<file path="src/rtl/fft_frame_src_if.sv">
// Sample-memory read port plus AXI-Stream output of the FFT frame source.
// master = frame source side, slave = memory/FFT side.
interface fft_frame_src_if #(
  parameter int DATA_W = 32,
  parameter int ADDR_W = 14,
  parameter int BANK_W = 2
);
  logic                mem_rd_en;
  logic [BANK_W-1:0]   mem_bank;
  logic [ADDR_W-1:0]   mem_addr;
  logic [2*DATA_W-1:0] mem_rd_data;

  logic [2*DATA_W-1:0] m_axis_tdata;
  logic                m_axis_tvalid;
  logic                m_axis_tready;
  logic                m_axis_tlast;
  logic [BANK_W-1:0]   m_axis_tuser;

  modport master (
    output mem_rd_en, mem_bank, mem_addr,
    input  mem_rd_data,
    output m_axis_tdata, m_axis_tvalid, m_axis_tlast, m_axis_tuser,
    input  m_axis_tready
  );

  modport slave (
    input  mem_rd_en, mem_bank, mem_addr,
    output mem_rd_data,
    input  m_axis_tdata, m_axis_tvalid, m_axis_tlast, m_axis_tuser,
    output m_axis_tready
  );
endinterface

</file>
<file path="src/rtl/fft_frame_src.sv">
// Banked frame source for the FFT AXI-Stream input; one frame per bank, then waits for fft_done.
// Define FRAME_SRC_REAL_ONLY_EN to zero the Q half of every output beat.
module fft_frame_src #(
  parameter int DATA_W    = 32,
  parameter int ADDR_W    = 14,
  parameter int NUM_BANKS = 4,
  parameter int BANK_W    = (NUM_BANKS > 1) ? $clog2(NUM_BANKS) : 1
) (
  input  logic               clk,
  input  logic               rst_n,
  input  logic               start,
  input  logic               continuous,
  input  logic               stop,
  input  logic [BANK_W-1:0]  start_bank,
  input  logic [ADDR_W-1:0]  frame_len_m1,
  input  logic               fft_done,
  output logic               busy,
  output logic [15:0]        frame_cnt,
  fft_frame_src_if.master    bus
);

  typedef enum logic [1:0] {S_IDLE, S_STREAM, S_WAIT_DONE} state_t;

  state_t              state_reg;
  logic                cont_reg;
  logic                stop_reg;
  logic [BANK_W-1:0]   bank_reg;
  logic [ADDR_W-1:0]   len_m1_reg;
  logic [ADDR_W-1:0]   rd_addr_reg;
  logic                rd_done_reg;
  logic                rd_last_reg;
  logic                data_vld_reg;
  logic                data_last_reg;
  logic [2*DATA_W-1:0] fifo_data_reg [2];
  logic                fifo_last_reg [2];
  logic                fifo_wr_ptr_reg;
  logic                fifo_rd_ptr_reg;
  logic [1:0]          fifo_cnt_reg;

  logic [1:0]          fifo_cnt_next;
  logic [2*DATA_W-1:0] rd_word;
  logic [BANK_W-1:0]   start_bank_safe;
  logic [BANK_W-1:0]   bank_next;
  logic                out_free;
  logic                beat_pop;
  logic                fifo_pop;
  logic                fifo_push;
  logic                bypass;
  logic                can_issue;

`ifdef FRAME_SRC_REAL_ONLY_EN
  assign rd_word = {{DATA_W{1'b0}}, bus.mem_rd_data[DATA_W-1:0]};
`else
  assign rd_word = bus.mem_rd_data;
`endif

  assign start_bank_safe = (int'(start_bank) < NUM_BANKS) ? start_bank : '0;
  assign bank_next       = (int'(bank_reg) >= NUM_BANKS - 1) ? '0 : bank_reg + 1'b1;

  // Output register sits in front of the 2-entry FIFO; returning data bypasses
  // the FIFO whenever it is empty and the output stage is free.
  assign beat_pop  = bus.m_axis_tvalid & bus.m_axis_tready;
  assign out_free  = ~bus.m_axis_tvalid | bus.m_axis_tready;
  assign fifo_pop  = out_free & (fifo_cnt_reg != 2'd0);
  assign bypass    = out_free & (fifo_cnt_reg == 2'd0) & data_vld_reg;
  assign fifo_push = data_vld_reg & ~bypass;

  always_comb begin
    fifo_cnt_next = fifo_cnt_reg;
    if (fifo_push && !fifo_pop)
      fifo_cnt_next = fifo_cnt_reg + 2'd1;
    else if (!fifo_push && fifo_pop)
      fifo_cnt_next = fifo_cnt_reg - 2'd1;
  end

  // Credit check: FIFO entries after this edge plus the read still on its way
  // must leave room for the new read even if the sink stalls from now on.
  assign can_issue = (fifo_cnt_next + {1'b0, bus.mem_rd_en}) < 2'd2;

  always_ff @(posedge clk) begin
    if (!rst_n) begin
      state_reg         <= S_IDLE;
      cont_reg          <= 1'b0;
      stop_reg          <= 1'b0;
      bank_reg          <= '0;
      len_m1_reg        <= '0;
      rd_addr_reg       <= '0;
      rd_done_reg       <= 1'b0;
      rd_last_reg       <= 1'b0;
      data_vld_reg      <= 1'b0;
      data_last_reg     <= 1'b0;
      fifo_wr_ptr_reg   <= 1'b0;
      fifo_rd_ptr_reg   <= 1'b0;
      fifo_cnt_reg      <= 2'd0;
      bus.mem_rd_en     <= 1'b0;
      bus.mem_bank      <= '0;
      bus.mem_addr      <= '0;
      bus.m_axis_tdata  <= '0;
      bus.m_axis_tvalid <= 1'b0;
      bus.m_axis_tlast  <= 1'b0;
      bus.m_axis_tuser  <= '0;
      busy              <= 1'b0;
      frame_cnt         <= 16'd0;
    end else begin
      bus.mem_rd_en <= 1'b0;
      data_vld_reg  <= bus.mem_rd_en;
      data_last_reg <= rd_last_reg;

      if (fifo_push) begin
        fifo_data_reg[fifo_wr_ptr_reg] <= rd_word;
        fifo_last_reg[fifo_wr_ptr_reg] <= data_last_reg;
        fifo_wr_ptr_reg                <= ~fifo_wr_ptr_reg;
      end
      if (fifo_pop)
        fifo_rd_ptr_reg <= ~fifo_rd_ptr_reg;
      fifo_cnt_reg <= fifo_cnt_next;

      if (out_free) begin
        if (fifo_pop) begin
          bus.m_axis_tvalid <= 1'b1;
          bus.m_axis_tdata  <= fifo_data_reg[fifo_rd_ptr_reg];
          bus.m_axis_tlast  <= fifo_last_reg[fifo_rd_ptr_reg];
          bus.m_axis_tuser  <= bank_reg;
        end else if (bypass) begin
          bus.m_axis_tvalid <= 1'b1;
          bus.m_axis_tdata  <= rd_word;
          bus.m_axis_tlast  <= data_last_reg;
          bus.m_axis_tuser  <= bank_reg;
        end else begin
          bus.m_axis_tvalid <= 1'b0;
        end
      end

      case (state_reg)
        S_IDLE: begin
          if (start) begin
            cont_reg      <= continuous;
            len_m1_reg    <= frame_len_m1;
            bank_reg      <= start_bank_safe;
            bus.mem_rd_en <= 1'b1;
            bus.mem_addr  <= '0;
            bus.mem_bank  <= start_bank_safe;
            rd_addr_reg   <= ADDR_W'(1);
            rd_done_reg   <= (frame_len_m1 == '0);
            rd_last_reg   <= (frame_len_m1 == '0);
            busy          <= 1'b1;
            state_reg     <= S_STREAM;
          end
        end

        S_STREAM: begin
          if (stop)
            stop_reg <= 1'b1;
          if (!rd_done_reg && can_issue) begin
            bus.mem_rd_en <= 1'b1;
            bus.mem_addr  <= rd_addr_reg;
            bus.mem_bank  <= bank_reg;
            rd_addr_reg   <= rd_addr_reg + 1'b1;
            rd_done_reg   <= (rd_addr_reg == len_m1_reg);
            rd_last_reg   <= (rd_addr_reg == len_m1_reg);
          end
          if (beat_pop && bus.m_axis_tlast)
            state_reg <= S_WAIT_DONE;
        end

        S_WAIT_DONE: begin
          if (stop)
            stop_reg <= 1'b1;
          if (fft_done) begin
            frame_cnt <= frame_cnt + 16'd1;
            bank_reg  <= bank_next;
            if (cont_reg && !stop_reg && !stop) begin
              bus.mem_rd_en <= 1'b1;
              bus.mem_addr  <= '0;
              bus.mem_bank  <= bank_next;
              rd_addr_reg   <= ADDR_W'(1);
              rd_done_reg   <= (len_m1_reg == '0);
              rd_last_reg   <= (len_m1_reg == '0);
              state_reg     <= S_STREAM;
            end else begin
              stop_reg  <= 1'b0;
              busy      <= 1'b0;
              state_reg <= S_IDLE;
            end
          end
        end

        default: state_reg <= S_IDLE;
      endcase
    end
  end

endmodule

</file>
<file path="src/flat_wrapper.sv">
// flat-port wrapper written by rule: the top's interface ports become plain ports
module fft_frame_src_flat 
#(
  parameter int DATA_W    = 32,
  parameter int ADDR_W    = 14,
  parameter int NUM_BANKS = 4,
  parameter int BANK_W    = (NUM_BANKS > 1) ? $clog2(NUM_BANKS) : 1
)
  (clk, rst_n, start, continuous, stop, start_bank, frame_len_m1, fft_done, busy, frame_cnt, bus_mem_rd_en, bus_mem_bank, bus_mem_addr, bus_mem_rd_data, bus_m_axis_tdata, bus_m_axis_tvalid, bus_m_axis_tlast, bus_m_axis_tuser, bus_m_axis_tready);
  fft_frame_src_if #(.DATA_W(DATA_W), .ADDR_W(ADDR_W), .BANK_W(BANK_W)) bus_i ();
  input  logic clk;
  input  logic rst_n;
  input  logic start;
  input  logic continuous;
  input  logic stop;
  input  logic [BANK_W-1:0] start_bank;
  input  logic [ADDR_W-1:0] frame_len_m1;
  input  logic fft_done;
  output logic busy;
  output logic [15:0] frame_cnt;
  output wire logic [$bits(bus_i.mem_rd_en)-1:0] bus_mem_rd_en;
  output wire logic [$bits(bus_i.mem_bank)-1:0] bus_mem_bank;
  output wire logic [$bits(bus_i.mem_addr)-1:0] bus_mem_addr;
  input wire logic [$bits(bus_i.mem_rd_data)-1:0] bus_mem_rd_data;
  output wire logic [$bits(bus_i.m_axis_tdata)-1:0] bus_m_axis_tdata;
  output wire logic [$bits(bus_i.m_axis_tvalid)-1:0] bus_m_axis_tvalid;
  output wire logic [$bits(bus_i.m_axis_tlast)-1:0] bus_m_axis_tlast;
  output wire logic [$bits(bus_i.m_axis_tuser)-1:0] bus_m_axis_tuser;
  input wire logic [$bits(bus_i.m_axis_tready)-1:0] bus_m_axis_tready;
  assign bus_mem_rd_en = bus_i.mem_rd_en;
  assign bus_mem_bank = bus_i.mem_bank;
  assign bus_mem_addr = bus_i.mem_addr;
  assign bus_i.mem_rd_data = bus_mem_rd_data;
  assign bus_m_axis_tdata = bus_i.m_axis_tdata;
  assign bus_m_axis_tvalid = bus_i.m_axis_tvalid;
  assign bus_m_axis_tlast = bus_i.m_axis_tlast;
  assign bus_m_axis_tuser = bus_i.m_axis_tuser;
  assign bus_i.m_axis_tready = bus_m_axis_tready;
  fft_frame_src #(.DATA_W(DATA_W), .ADDR_W(ADDR_W), .NUM_BANKS(NUM_BANKS), .BANK_W(BANK_W)) u_core (.clk(clk), .rst_n(rst_n), .start(start), .continuous(continuous), .stop(stop), .start_bank(start_bank), .frame_len_m1(frame_len_m1), .fft_done(fft_done), .busy(busy), .frame_cnt(frame_cnt), .bus(bus_i));
endmodule
</file>
<file path="config.mk">
export PLATFORM = sky130hd
export DESIGN_NAME = fft_frame_src_flat
export DESIGN_NICKNAME = d
export VERILOG_FILES = /design/src/rtl/fft_frame_src_if.sv /design/src/rtl/fft_frame_src.sv /design/src/flat_wrapper.sv
export SDC_FILE = /design/constraint.sdc
export NUM_CORES = 1
export LEC_CHECK = 0
export BUFFER_PORTS_ARGS = -buffer_cell sky130_fd_sc_hd__buf_2
export CAP_MARGIN = 20
export CORE_ASPECT_RATIO = 1.2
export CORE_MARGIN = 2
export CORE_UTILIZATION = 50
export CTS_BUF_LIST = sky130_fd_sc_hd__clkbuf_4
export DETAILED_ROUTE_END_ITERATION = 8
export GPL_TIMING_DRIVEN = 0
export HOLD_SLACK_MARGIN = 0.03
export PLACE_DENSITY = 0.69
export SLEW_MARGIN = 5
export SYNTH_ARGS = -nofsm -noshare
export SYNTH_HDL_FRONTEND = slang
export SYNTH_SLANG_ARGS = --single-unit
</file>
<file path="constraint.sdc">
create_clock -name clk -period 6.1 [get_ports clk]
set_input_delay 0.305 -clock clk [delete_from_list [all_inputs] [get_ports clk]]
set_output_delay 0.305 -clock clk [all_outputs]
set_load 0.05 [all_outputs]
</file>
==> out/metrics.yaml <==
die:
  fp.coreArea_um2: 21800
  die-area_um2: 23500
  initial_utilization_pct: 51.2
  die_w_um: 140
  io_pins: 189
  dieHeight_um: 168
  std_cell_rows: 59
finish:
  nets: 1422
  design_area_um2: 14300
  final_common_cell: "nand2_1"
  layout_common_cells: "199 x nand2_1, 191 x buf_2, 144 x dfxtp_1"
  n_fill_cell: 1742
  syn_to_final_growth_pct: 28.2
  layout-drive-gt1-share_pct: 23.4
  largest_reg_flops: 128
  final_cells: 1656
critical_path:
  critical_path_class: "reg -> reg"
  critPathSlowestCell: "a211oi_1"
  cp.required_ps: 6690
  cp_top_family: "buffers and inverters"
  start_kind: "register"
  critPathMaxStageDelay_ps: 530
  path_buf_inv: 5
  cp_cell_sequence: "inv_1 -> ha_1 -> buf_2 -> inv_1 -> o22ai_1 -> a211oi_1 -> and4_1 -> clkbuf_1 -> buf_2 -> a22o_1"
  reg2reg_from: "u_core.state_reg[0]"
  ff2ff_path_depth: 10
  rrSetupSlack_ps: 3300
  cp-end-kind: "register"
  crit_fanout: 10
  arrival_ps: 3390
  reg2reg_to: "u_core.bus.mem_addr[13]"
timing:
  slew_headroom_pct: 46.3
  tightestPinTransition_ps: 805
  fin_crit_ps: 2800
  rsz0062_at_grt: "false"
  report.final.hold_viol_count: 0
  setup_slack_ps: 3300
  period_share_pct: 45.9
  fin_skew_ps: 26.5
  finalSetupViolations: 0
  timing.final.max_slew_violations: 0
  fmax_mhz: 357
  fin_setup_tns_ps: 0
detailed_routing:
  vias_per_cell: 5.24
  drc: 0
  ant_nets: 0
  drt_iter0_markers: 329
  wl_per_cell_um: 16.4
  drt-total-wl_um: 27200
  vias: 8677
  drt_pre_antenna_iters: 4
synth:
  yosys.cell_types.count: 48
  synth_top_cell_by_area: "edfxtp_1"
  syn_nets: 1075
  synth_top_flop_cell: "dfxtp_1"
  yosysWarnings: 0
  avgSynthCellArea_um2: 11.4
  synth_area_um2: 11100
  synth_largest_type_area_fraction_pct: 35.0
  ys_seq_area_share_pct: 60.9
  syn_inst: 980
  synth_area_leaders: "edfxtp_1 35%, dfxtp_1 26%, nand2_1 6.7%, mux2i_1 6.4%, a21boi_0 5.9%"
  synth_seq_cells: 274
  synth_edf_count: 130
  postSynth.asyncResetShare_pct: 0
power_and_ir_drop:
  power.density_nw_per_um2: 434
  swShare_pct: 40.3
  peakVddDrop_mv: 0.187
  comb_power_share_pct: 37.5
  clkPwrFrac_pct: 26.0
  power.switching_mw: 2.50
  p_int_mw: 3.70
  leakagePower_nw: 5.45
  p_seq_share_pct: 36.5
global_routing:
  overflow: 0
  grt_max_degree: 43
  grt_antenna_before_repair: 1
  grt_pass1_vias: 8823
  grt_pass1_wl_um: 43600
  track_usage_pct: 23.0
placed_design:
  port_buffers: 188
  dpl-instance-area_um2: 12500
  hpwlAfterDp_um: 17600
  dp.cells: 1445
  gp_congestion: 0.804
  dpl_worst_slack_ps: 3170
clock_network:
  htree_levels: 3
  cts_tree: "built"
  cts.sinks: 274
  clockRootBuffer: "clkbuf_4"
  path_clk_slew_ps: 70
  cts_buffers: 70
  clock_latency_ps: 650
  clockBufferDepth: 3
hold_path:
  hold_end: "u_core.rd_addr_reg[5]"
  min_path_type: "in -> reg"
  worstHoldStart: "rst_n"
  hold_depth: 3
run_status:
  status: "finished, final reports clean"
job:
  cap_violations: 0
-- cells in the mapped netlist, drive strengths merged (2+ instances only) --
master and count:
o2111ai 2, o21ai 12, and4 2, nand4 7, buf 18, edfxtp 130
o211a 2, and2 22, dfxtp 144, o31ai 8, and3 6, nand2b 2
inv 7, a21oi 19, nand4b 2, nor3 6, xnor2 23, a21boi 88
nand2 199, xor2 8, nor2 18, o211ai 65, nor2b 5, a22o 15
ha 8, nor4 7, mux2i 73, or4 6, or3 7, nand3 11
clkbuf 47
-- repair_timing --
| action | 4_1_cts | 5_1_grt |
|---|---|---|
| gates resized for setup | 0 | 0 |
| setup buffers | 0 | 0 |
| hold buffers | 84 | 0 |
| setup endpoints to repair | 0 | 0 |
| hold endpoints to repair | 202 | 0 |
-- worst max-delay path by stage --
stage | slack [ps] | cells past startpoint | start | to
after floorplan | 1690 | 4 | u_core.bus.m_axis_tvalid | u_core.fifo_data_reg[0][0]
after global placement | -590 | 5 | rst_n | u_core.fifo_data_reg[0][22]
final | 3300 | 10 | u_core.state_reg[0] | u_core.bus.mem_addr[13]
after CTS | 3310 | 10 | u_core.state_reg[0] | u_core.bus.mem_addr[6]
after detailed placement | 3170 | 6 | rst_n | u_core.fifo_data_reg[0][40]
after global routing | 3010 | 10 | u_core.state_reg[0] | u_core.bus.mem_addr[13]
-- metal layers --
layer	wire length (um)	vias to the layer above	share of wire (%)	global-route usage [%]
met5	0	-	0	0
met4	583	0	2.1	9.18
met3	1370	50	5.0	4.78
met2	13800	227	51	40.6
met1	11500	4122	42	27.6
li1	-	4278	-	-
-- power groups by stage --
stage	combinational [mW]	clock [mW]	sequential, mW
final	2.33	1.61	2.27
after global routing	2.53	1.75	2.29
after CTS	2.34	1.66	2.26
after detailed placement	2.29	0	2.30
after global placement	2.27	0	2.30
after floorplan	1.09	0	2.87
-- stage by stage --
step	util (%)	power (mW)	hold slack [ps]
2_1_floorplan	-	3.96	404
3_3_place_gp	57.0	4.57	436
3_5_place_dp	57.4	4.60	447
4_1_cts	65.6	6.26	32.4
5_1_grt	65.6	6.58	67.5
6_report	65.6	6.20	96.6
-- final cells by class --
class | count | area (um^2) | share of cell area (%)
multi-input combinational | 634 | 4080 | 28.6
buffer | 65 | 259 | 1.81
tap | 274 | 343 | 2.40
clock inverter | 11 | 80.1 | 0.561
sequential | 274 | 6790 | 47.5
timing repair buffer | 275 | 1850 | 12.9
inverter | 7 | 26.3 | 0.184
clock buffer | 114 | 856 | 5.99
antenna | 2 | 5.00 | 0.0350
-- logic make-up after synthesis --
family	Yosys count	synth area share (%)
AO/OA/AOI/OAI	219	14.4
XOR/XNOR	31	2.44
adder cells (fa/ha/maj)	8	0.899
buffers and inverters	72	2.56
flip-flops	274	60.9
multiplexers	73	6.63
AND/OR/NAND/NOR	303	12.2
-- worst min-delay path, delay by kind of cell --
kind                   cells  cell delay [ps]
AO/OA/AOI/OAI              2              240
buffers and inverters      1              150
No activity file was read; power rests on OpenSTA's default activity.
